**src/rtl/qed_dup_issue_if.sv**
```systemverilog
// rtl/qed_dup_issue_if.sv - instruction-source / core-port bundle for qed_dup_issue
interface qed_dup_issue_if #(
    parameter int CNT_W = 16
);
    logic             ena;
    logic             exec_dup;
    logic [31:0]      ifu_qed_instruction;
    logic [31:0]      qed_instruction;
    logic             qed_vld_out;
    logic             qed_ready;
    logic [CNT_W-1:0] num_orig;
    logic [CNT_W-1:0] num_dup;
    logic             queue_full;
    logic             queue_empty;

    modport master (
        output ena, exec_dup, ifu_qed_instruction,
        input  qed_instruction, qed_vld_out, qed_ready,
        input  num_orig, num_dup, queue_full, queue_empty
    );

    modport slave (
        input  ena, exec_dup, ifu_qed_instruction,
        output qed_instruction, qed_vld_out, qed_ready,
        output num_orig, num_dup, queue_full, queue_empty
    );
endinterface

```
**src/rtl/qed_dup_issue.sv**
```systemverilog
// rtl/qed_dup_issue.sv - QED original issue / duplicate queue; QED_MEM_REMAP_EN adds +64 load/store offset remap
module qed_dup_issue #(
    parameter int DEPTH = 16,
    parameter int CNT_W = 16
) (
    input  logic           clk,
    input  logic           rst,
    qed_dup_issue_if.slave bus
);
    localparam int             AW       = $clog2(DEPTH);
    localparam logic [AW:0]    FULL_CNT = (AW+1)'(DEPTH);

    localparam logic [6:0] OP_R      = 7'b0110011;
    localparam logic [6:0] OP_IMM    = 7'b0010011;
    localparam logic [6:0] OP_LOAD   = 7'b0000011;
    localparam logic [6:0] OP_STORE  = 7'b0100011;
    localparam logic [6:0] OP_BRANCH = 7'b1100011;
    localparam logic [6:0] OP_JALR   = 7'b1100111;
    localparam logic [6:0] OP_JAL    = 7'b1101111;
    localparam logic [6:0] OP_LUI    = 7'b0110111;
    localparam logic [6:0] OP_AUIPC  = 7'b0010111;
    localparam logic [6:0] OP_NOP    = 7'b1111111;
    localparam logic [6:0] OP_SYSTEM = 7'b1110011;
    localparam logic [6:0] OP_FENCE  = 7'b0001111;

    // Originals only use x0-x15 and offsets 0-63, so setting bit4 / imm[6] is the +16 / +64 shift.
    function automatic logic [31:0] dup_xform(input logic [31:0] ins);
        logic [31:0] r;
        logic        use_rd, use_rs1, use_rs2;
        r       = ins;
        use_rd  = 1'b0;
        use_rs1 = 1'b0;
        use_rs2 = 1'b0;
        case (ins[6:0])
            OP_R:                       begin use_rd = 1'b1; use_rs1 = 1'b1; use_rs2 = 1'b1; end
            OP_IMM, OP_LOAD, OP_JALR:   begin use_rd = 1'b1; use_rs1 = 1'b1; end
            OP_STORE, OP_BRANCH:        begin use_rs1 = 1'b1; use_rs2 = 1'b1; end
            OP_LUI, OP_AUIPC, OP_JAL:   use_rd = 1'b1;
            default:                    ;
        endcase
        if (use_rd  && ins[11:7]  != 5'd0) r[11] = 1'b1;
        if (use_rs1 && ins[19:15] != 5'd0) r[19] = 1'b1;
        if (use_rs2 && ins[24:20] != 5'd0) r[24] = 1'b1;
`ifdef QED_MEM_REMAP_EN
        if (ins[6:0] == OP_LOAD || ins[6:0] == OP_STORE) r[26] = 1'b1;
`endif
        return r;
    endfunction

    logic [31:0]      mem_q [DEPTH];
    logic [AW-1:0]    wr_ptr_q, wr_ptr_d, rd_ptr_q, rd_ptr_d;
    logic [AW:0]      cnt_q, cnt_d;
    logic [31:0]      instr_q, instr_d;
    logic             vld_q, vld_d, ready_q, ready_d;
    logic [CNT_W-1:0] orig_q, orig_d, dup_q, dup_d;
    logic             push, pop, is_full, is_empty, pass_thru;

    assign is_full   = (cnt_q == FULL_CNT);
    assign is_empty  = (cnt_q == '0);
    assign pass_thru = (bus.ifu_qed_instruction[6:0] == OP_NOP)    ||
                       (bus.ifu_qed_instruction[6:0] == OP_SYSTEM) ||
                       (bus.ifu_qed_instruction[6:0] == OP_FENCE);

    always_comb begin
        wr_ptr_d = wr_ptr_q;
        rd_ptr_d = rd_ptr_q;
        cnt_d    = cnt_q;
        instr_d  = instr_q;
        vld_d    = vld_q;
        ready_d  = ready_q;
        orig_d   = orig_q;
        dup_d    = dup_q;
        push     = 1'b0;
        pop      = 1'b0;
        if (bus.ena) begin
            vld_d = 1'b1;
            if ((bus.exec_dup && !is_empty) || is_full) begin
                pop      = 1'b1;
                instr_d  = mem_q[rd_ptr_q];
                rd_ptr_d = rd_ptr_q + 1'b1;
                cnt_d    = cnt_q - 1'b1;
                if (dup_q != '1) dup_d = dup_q + 1'b1;
            end else begin
                instr_d = bus.ifu_qed_instruction;
                if (!pass_thru) begin
                    push     = 1'b1;
                    wr_ptr_d = wr_ptr_q + 1'b1;
                    cnt_d    = cnt_q + 1'b1;
                    if (orig_q != '1) orig_d = orig_q + 1'b1;
                end
            end
            ready_d = (orig_d == dup_d) && (orig_d != '0) && (cnt_d == '0);
        end
    end

    always_ff @(posedge clk) begin
        if (rst) begin
            wr_ptr_q <= '0;
            rd_ptr_q <= '0;
            cnt_q    <= '0;
            instr_q  <= 32'h0000007F;
            vld_q    <= 1'b0;
            ready_q  <= 1'b0;
            orig_q   <= '0;
            dup_q    <= '0;
        end else begin
            wr_ptr_q <= wr_ptr_d;
            rd_ptr_q <= rd_ptr_d;
            cnt_q    <= cnt_d;
            instr_q  <= instr_d;
            vld_q    <= vld_d;
            ready_q  <= ready_d;
            orig_q   <= orig_d;
            dup_q    <= dup_d;
        end
    end

    // Storage is not reset; the occupancy count alone defines which entries are live.
    always_ff @(posedge clk) begin
        if (!rst && push) mem_q[wr_ptr_q] <= dup_xform(bus.ifu_qed_instruction);
    end

    assign bus.qed_instruction = instr_q;
    assign bus.qed_vld_out     = vld_q;
    assign bus.qed_ready       = ready_q;
    assign bus.num_orig        = orig_q;
    assign bus.num_dup         = dup_q;
    assign bus.queue_full      = is_full;
    assign bus.queue_empty     = is_empty;
endmodule

```
**src/flat_wrapper.sv**
```systemverilog
// flat-port wrapper written by rule: the top's interface ports become plain ports
module qed_dup_issue_flat 
#(
    parameter int DEPTH = 16,
    parameter int CNT_W = 16
)
  (clk, rst, bus_ena, bus_exec_dup, bus_ifu_qed_instruction, bus_qed_instruction, bus_qed_vld_out, bus_qed_ready, bus_num_orig, bus_num_dup, bus_queue_full, bus_queue_empty);
  qed_dup_issue_if #(.CNT_W(CNT_W)) bus_i ();
  input  logic clk;
  input  logic rst;
  input wire logic [$bits(bus_i.ena)-1:0] bus_ena;
  input wire logic [$bits(bus_i.exec_dup)-1:0] bus_exec_dup;
  input wire logic [$bits(bus_i.ifu_qed_instruction)-1:0] bus_ifu_qed_instruction;
  output wire logic [$bits(bus_i.qed_instruction)-1:0] bus_qed_instruction;
  output wire logic [$bits(bus_i.qed_vld_out)-1:0] bus_qed_vld_out;
  output wire logic [$bits(bus_i.qed_ready)-1:0] bus_qed_ready;
  output wire logic [$bits(bus_i.num_orig)-1:0] bus_num_orig;
  output wire logic [$bits(bus_i.num_dup)-1:0] bus_num_dup;
  output wire logic [$bits(bus_i.queue_full)-1:0] bus_queue_full;
  output wire logic [$bits(bus_i.queue_empty)-1:0] bus_queue_empty;
  assign bus_i.ena = bus_ena;
  assign bus_i.exec_dup = bus_exec_dup;
  assign bus_i.ifu_qed_instruction = bus_ifu_qed_instruction;
  assign bus_qed_instruction = bus_i.qed_instruction;
  assign bus_qed_vld_out = bus_i.qed_vld_out;
  assign bus_qed_ready = bus_i.qed_ready;
  assign bus_num_orig = bus_i.num_orig;
  assign bus_num_dup = bus_i.num_dup;
  assign bus_queue_full = bus_i.queue_full;
  assign bus_queue_empty = bus_i.queue_empty;
  qed_dup_issue #(.DEPTH(DEPTH), .CNT_W(CNT_W)) u_core (.clk(clk), .rst(rst), .bus(bus_i));
endmodule
```
**config.mk**
```make
export PLATFORM = sky130hd
export DESIGN_NAME = qed_dup_issue_flat
export DESIGN_NICKNAME = d
export VERILOG_FILES = /design/src/rtl/qed_dup_issue_if.sv /design/src/rtl/qed_dup_issue.sv /design/src/flat_wrapper.sv
export SDC_FILE = /design/constraint.sdc
export NUM_CORES = 1
export LEC_CHECK = 0
export ABC_AREA = 1
export BUFFER_PORTS_ARGS = -buffer_cell sky130_fd_sc_hd__buf_2
export CORE_MARGIN = 2
export CORE_UTILIZATION = 30
export DETAILED_ROUTE_END_ITERATION = 10
export GPL_ROUTABILITY_DRIVEN = 0
export GPL_TIMING_DRIVEN = 0
export PLACE_DENSITY = 0.44
export SETUP_SLACK_MARGIN = 0.05
export SYNTH_ARGS = -nofsm -noshare
export SYNTH_HDL_FRONTEND = slang
export SYNTH_SLANG_ARGS = --single-unit
```
**constraint.sdc**
```tcl
create_clock -name clk -period 10.55 [get_ports clk]
set_input_delay 2.11 -clock clk [delete_from_list [all_inputs] [get_ports clk]]
set_output_delay 2.11 -clock clk [all_outputs]
set_load 0.005 [all_outputs]
```
# Word-level counts from Yosys, hierarchy flattened
# Memory sizes are Yosys's and may differ from the RTL's. A register that Yosys moved wholly into a read port is not among the register bits.
# Index checks and enable logic that the tools add are counted.
# word_totals
out_inout_bits,68
wordCells,86
ramBits,512
register_bits,79
n_memories,1
input_bits,36
# op_classes
muxes,30
add_sub_neg,6
n_eq_ne,16
reduce_logical,23
bitwise_logic,2
# mem_list
memory,words,width,read_ports,rd_clocked_by_memory_dff,write_ports,line,rtl
u_core.mem_q,16,32,1,1,1,qed_dup_issue.sv:50,logic [31:0] mem_q [DEPTH];
# op_table
cell,n
16-bit 2-to-1 mux,7
7-bit equality test (second input constant),5
16-bit by 1-bit adder with 16-bit output (second input constant),2
32-bit 2-to-1 mux,1
16-bit != test (second input constant),2
7-bit by 6-bit equality test with 1-bit output (second input constant),3
1-bit 2-to-1 mux,17
16-bit equality test,1
16-bit nonzero test,1
5-bit 2-to-1 mux,3
5-bit nonzero test,3
7-bit by 5-bit equality test with 1-bit output (second input constant),2
5-bit logical NOT,2
4-bit by 1-bit adder with 4-bit output (second input constant),2
4-bit 2-to-1 mux,2
7-bit by 2-bit equality test with 1-bit output (second input constant),1
7-bit by 4-bit equality test with 1-bit output (second input constant),1
1-bit logical AND,7
7-bit OR reduction,1
6-bit OR reduction,1
5-bit by 1-bit adder with 5-bit output (second input constant),1
5-bit equality test (second input constant),1
5-bit by 1-bit subtractor with 5-bit output (second input constant),1
1-bit logical OR,3
other kinds (5),7

# Depth between registers and ports, before layout
# depth
word_depth,11
depth_mapped,20

# Least setup slack after synthesis
# OpenSTA, ideal clock, no wires.
# synth_path
kind,input to register
start,input bus_ifu_qed_instruction[1]
end,memory u_core.mem_q[11][0] (enable)
n_path_buf,1
setup_slack_ns,5.572
stages,12
t_required_ns,10.129
arrival_time_ns,4.557
path_cell_list,nand2_1 inv_2 nand2_2 nand2_1 nand2_2 nand2_2 buf_6 nor2_1 inv_1 nor2_2 nand2_1 nor2_1
# synth_via
elab_chain_cells,9
word_cells_on_any_way,11
classes_between,3 x eq/ne; 5 x mux; 3 x reduce/logical
# synth_rtl
element,line,rtl
"start, declared",flat_wrapper.sv:13,input wire logic [$bits(bus_i.ifu_qed_instruction)-1:0] bus_ifu_qed_instruction;
"7-bit equality test, on equally long branches","qed_dup_issue.sv:60, qed_dup_issue.sv:61",
1-bit logical OR,qed_dup_issue.sv:60,assign pass_thru = (bus.ifu_qed_instruction[6:0] == OP_NOP) ||
1-bit logical OR *,qed_dup_issue.sv:61,(bus.ifu_qed_instruction[6:0] == OP_SYSTEM) ||
1-bit 2-to-1 mux *,qed_dup_issue.sv:85,if (!pass_thru) begin
1-bit 2-to-1 mux *,qed_dup_issue.sv:77,if ((bus.exec_dup && !is_empty) || is_full) begin
1-bit 2-to-1 mux *,qed_dup_issue.sv:75,if (bus.ena) begin
1-bit logical AND *,qed_dup_issue.sv:120,if (!rst && push) mem_q[wr_ptr_q] <= dup_xform(bus.ifu_qed_instruction);
1-bit 2-to-1 mux *,qed_dup_issue.sv:120,
1-bit 2-to-1 mux (implied by the code) *,qed_dup_issue.sv:120,
"end, declared",qed_dup_issue.sv:50,
# Mark *: on every way between the ends. The rest lies on a longest branch, timed or not.

==> metrics.md <==
| Metric | Value |
|---|---|
| Antenna Violating Nets Remaining | `0` |
| Final hold violations | `0` |
| Buffers from clock root to sink, at most | `3` |
| Crit path required time | `approximately 11 ns` |
| Fin cells | `between 3000 and 4000` |
| Cell area after synthesis | `approximately 0.025 mm²` |
| RSZ-0062 raised after global routing | `false` |
| Post-synthesis cell type count | `between 40 and 50` |
| Setup ws final | `5.462 ns` |
| Routed vias | `around 19000` |
| FMAX | `approximately 200 MHz` |
| Syn Inst Count | `roughly 2300` |
| Total Nets Final | `roughly 2500` |
| Antenna violations before repair | `2` |
| Post-CTS Setup Inserts | `0` |
| Setup TNS | `0 ns` |
| Largest net degree at the start of global routing | `24` |
| Setup CP Type | `input pin to flop` |
| Hold slack | `roughly 0.47 ns` |
| First-pass GRT wire length | `129.7 mm` |
| Most used flip-flop cell after synthesis | `edfxtp_1` |
| Final period utilization | `0.4823` |
| WL/cell | `25.08 µm` |
| Die area | `around 0.086 mm²` |
| Vias in the first global route | `about 19000` |
| Initial Util | `0.3024` |
| Fill count | `roughly 8300` |
| DRC Markers | `0` |
| Fin. max-slew vios | `0` |
| Worst hold path class | `flop to flop` |
| Worst EP arrival | `between 5 and 6 ns` |
| Actual slew at the worst max-slew pin | `approximately 1.2 ns` |
| I/O pin count | `roughly 100` |
| Initial DRC count | `about 1600` |
| Vias/cell | `approximately 5.3` |
| Cell Rows | `roughly 110` |
| Clock root cell | `clkbuf_16` |
| DRT Pass-1 Iters | `7` |
| Final instance area | `0.02957 mm²` |
| CP endpoint kind | `flop` |
| Post-synth EDFFs | `slightly above 500` |
| CTS tree | `built` |
| Die Y-Extent | `approximately 290 µm` |
| Final Util | `0.3545` |
| Syn nets | `~2300` |
| Post-cts sizing count | `0` |
| Crit path max fanout | `10` |
| Port Buffer Count | `101` |
| Layout overhead on the synthesized area | `17.23%` |
| Worst setup SP type | `input pin` |
| CTS HTree Levels | `3` |
| Post-CTS Hold Buffers | `0` |
| Clock skew | `0.02194 ns` |
| Synthesized flop and latch total | `between 500 and 600` |
| Share of layout cells above drive strength 1 | `0.1052` |
| GRT Util Overall | `0.2077` |
| Detailed placement HPWL | `just over 60 mm` |
| Leakage | `~10 nW` |
| Die X | `about 300 µm` |
| Register area share after synthesis | `0.6753` |
| Syn Area/Cell | `10.99 µm²` |
| Final Setup Violations | `0` |
| Core ar. | `approximately 0.083 mm²` |
| Yosys warnings | `0` |
| TritonCTS Buffers | `67` |
| FFs w/ async S/R, synth | `0` |
| # clock sinks | `a little under 600` |
| Placed cell areas | `0.02757 mm²` |
| Clock Pin Slew Worst Setup and Hold Paths | `about 0.060 ns` |
| Total congestion overflow | `0` |
| Relative slew slack | `0.1899` |
| # Max-Cap Violations | `0` |
| Place WS | `4.970 ns` |
| Pwr per Cell Area | `~190 mW/mm²` |
| Wirelength, routed | `90.53 mm` |
| Post-Place Cells | `~3500` |
| Min Tclk post-route | `a little over 5 ns` |
| Status | `finished clean` |
| Clk Latency, worst-skew pair | `between 0.6 and 0.7 ns` |
| Max VDD drop | `0.0001056 V` |
| Pwr Total | `5.524 mW` |
## final timing paths
check	from	to	slack [ns]	cells past startpoint
worst max register to register	u_core.cnt_q[0]	u_core.mem_q[11][8]	6.76	12
worst min register to register	u_core.bus.qed_vld_out	u_core.bus.qed_vld_out	0.47	2
worst min-delay path	u_core.bus.qed_vld_out	u_core.bus.qed_vld_out	0.47	2
worst max-delay path	bus_ena	u_core.bus.qed_instruction[23]	5.46	7
## cell type report
cell class                 count  area [µm²]  share of cell area
sequential                   595       17040              0.5761
buffer                       146       613.1             0.02073
tap                         1080        1351             0.04570
timing repair buffer         118       868.3             0.02936
antenna                        1       2.502          0.00008462
clock inverter                26       160.2            0.005416
multi-input combinational   1431        7232              0.2446
clock buffer                  89        1843             0.06232
inverter                     124       465.4             0.01574
## routing by layer
| layer | share of wire | GRT usage |
|---|---|---|
| met2 | 0.48 | 0.3520 |
| met3 | 0.067 | 0.03452 |
| met4 | 0.021 | 0.05737 |
| met5 | 0.00014 | 0 |
| met1 | 0.43 | 0.2741 |
## cells in the final DEF (no fill, tap or decap), types with 5 or more instances in the layout
| master | instances |
|---|---|
| nand4_1 | 15 |
| o22ai_1 | 38 |
| nor2_2 | 6 |
| o21ai_0 | 351 |
| xor2_1 | 7 |
| nand3_2 | 5 |
| a21oi_1 | 55 |
| nand3_1 | 139 |
| o311ai_0 | 19 |
| dfxtp_1 | 83 |
| edfxtp_1 | 512 |
| buf_2 | 108 |
| clkbuf_16 | 70 |
| nor2_1 | 403 |
| ha_1 | 9 |
| o221ai_1 | 95 |
| clkinv_1 | 17 |
| inv_1 | 119 |
| buf_12 | 14 |
| clkbuf_1 | 145 |
| nand2_1 | 225 |
| nor2_4 | 22 |
| nand2_2 | 8 |
## power breakdown
group          switching, mW  internal (mW)  leakage, nW
sequential            0.0339           2.60         5.29
clock                  0.955           1.23        0.963
combinational          0.523          0.187         3.90
## flip-flops by register name (all words and copies together) (netlist names), named ones only
name / flops
u_core.mem_q: 512
u_core.wr_ptr_q: 4
u_core.bus.num_dup: 16
u_core.bus.qed_instruction: 32
u_core.bus.num_orig: 16
u_core.rd_ptr_q: 4
u_core.bus.qed_ready: 1
u_core.cnt_q: 5
u_core.bus.qed_vld_out: 1
## worst max-delay path: stages
cell	delay [ns]
clkbuf_1	0.73
clkinv_1	0.55
nor2_1	0.96
clkbuf_1	0.62
nand3_1	0.35
o311ai_0	0.18
inv_1	0.07
## synth_stat cells, types with 5 or more instances
library cell / count / area share
nand3_1: 139 / 0.028
nand3_2: 5 / 0.0020
dfxtp_1: 83 / 0.066
xor2_1: 7 / 0.0024
nor2_4: 6 / 0.0027
inv_1: 119 / 0.018
o21ai_0: 351 / 0.070
nor2_1: 419 / 0.062
o311ai_0: 19 / 0.0066
nand2_2: 8 / 0.0020
edfxtp_1: 512 / 0.61
a21oi_1: 55 / 0.011
nand4_1: 15 / 0.0037
nand2_1: 225 / 0.033
buf_2: 7 / 0.0014
o22ai_1: 38 / 0.0094
o221ai_1: 95 / 0.033
clkbuf_1: 128 / 0.019
nor2_2: 6 / 0.0015
ha_1: 9 / 0.0045
## cells by family (layout without fill, tap and decap cells)
group / count (synthesis) / count (layout) / synth area share
AND/OR/NAND/NOR: 837 / 837 / 0.1392
flip-flops: 595 / 595 / 0.6753
AO/OA/AOI/OAI: 575 / 575 / 0.1347
buffers and inverters: 270 / 503 / 0.04275
adder cells (fa/ha/maj): 9 / 9 / 0.004464
XOR/XNOR: 9 / 9 / 0.003125
multiplexers: 1 / 1 / 0.0003968
other: 0 / 1 / 0
(Power assumes the default switching activity.)
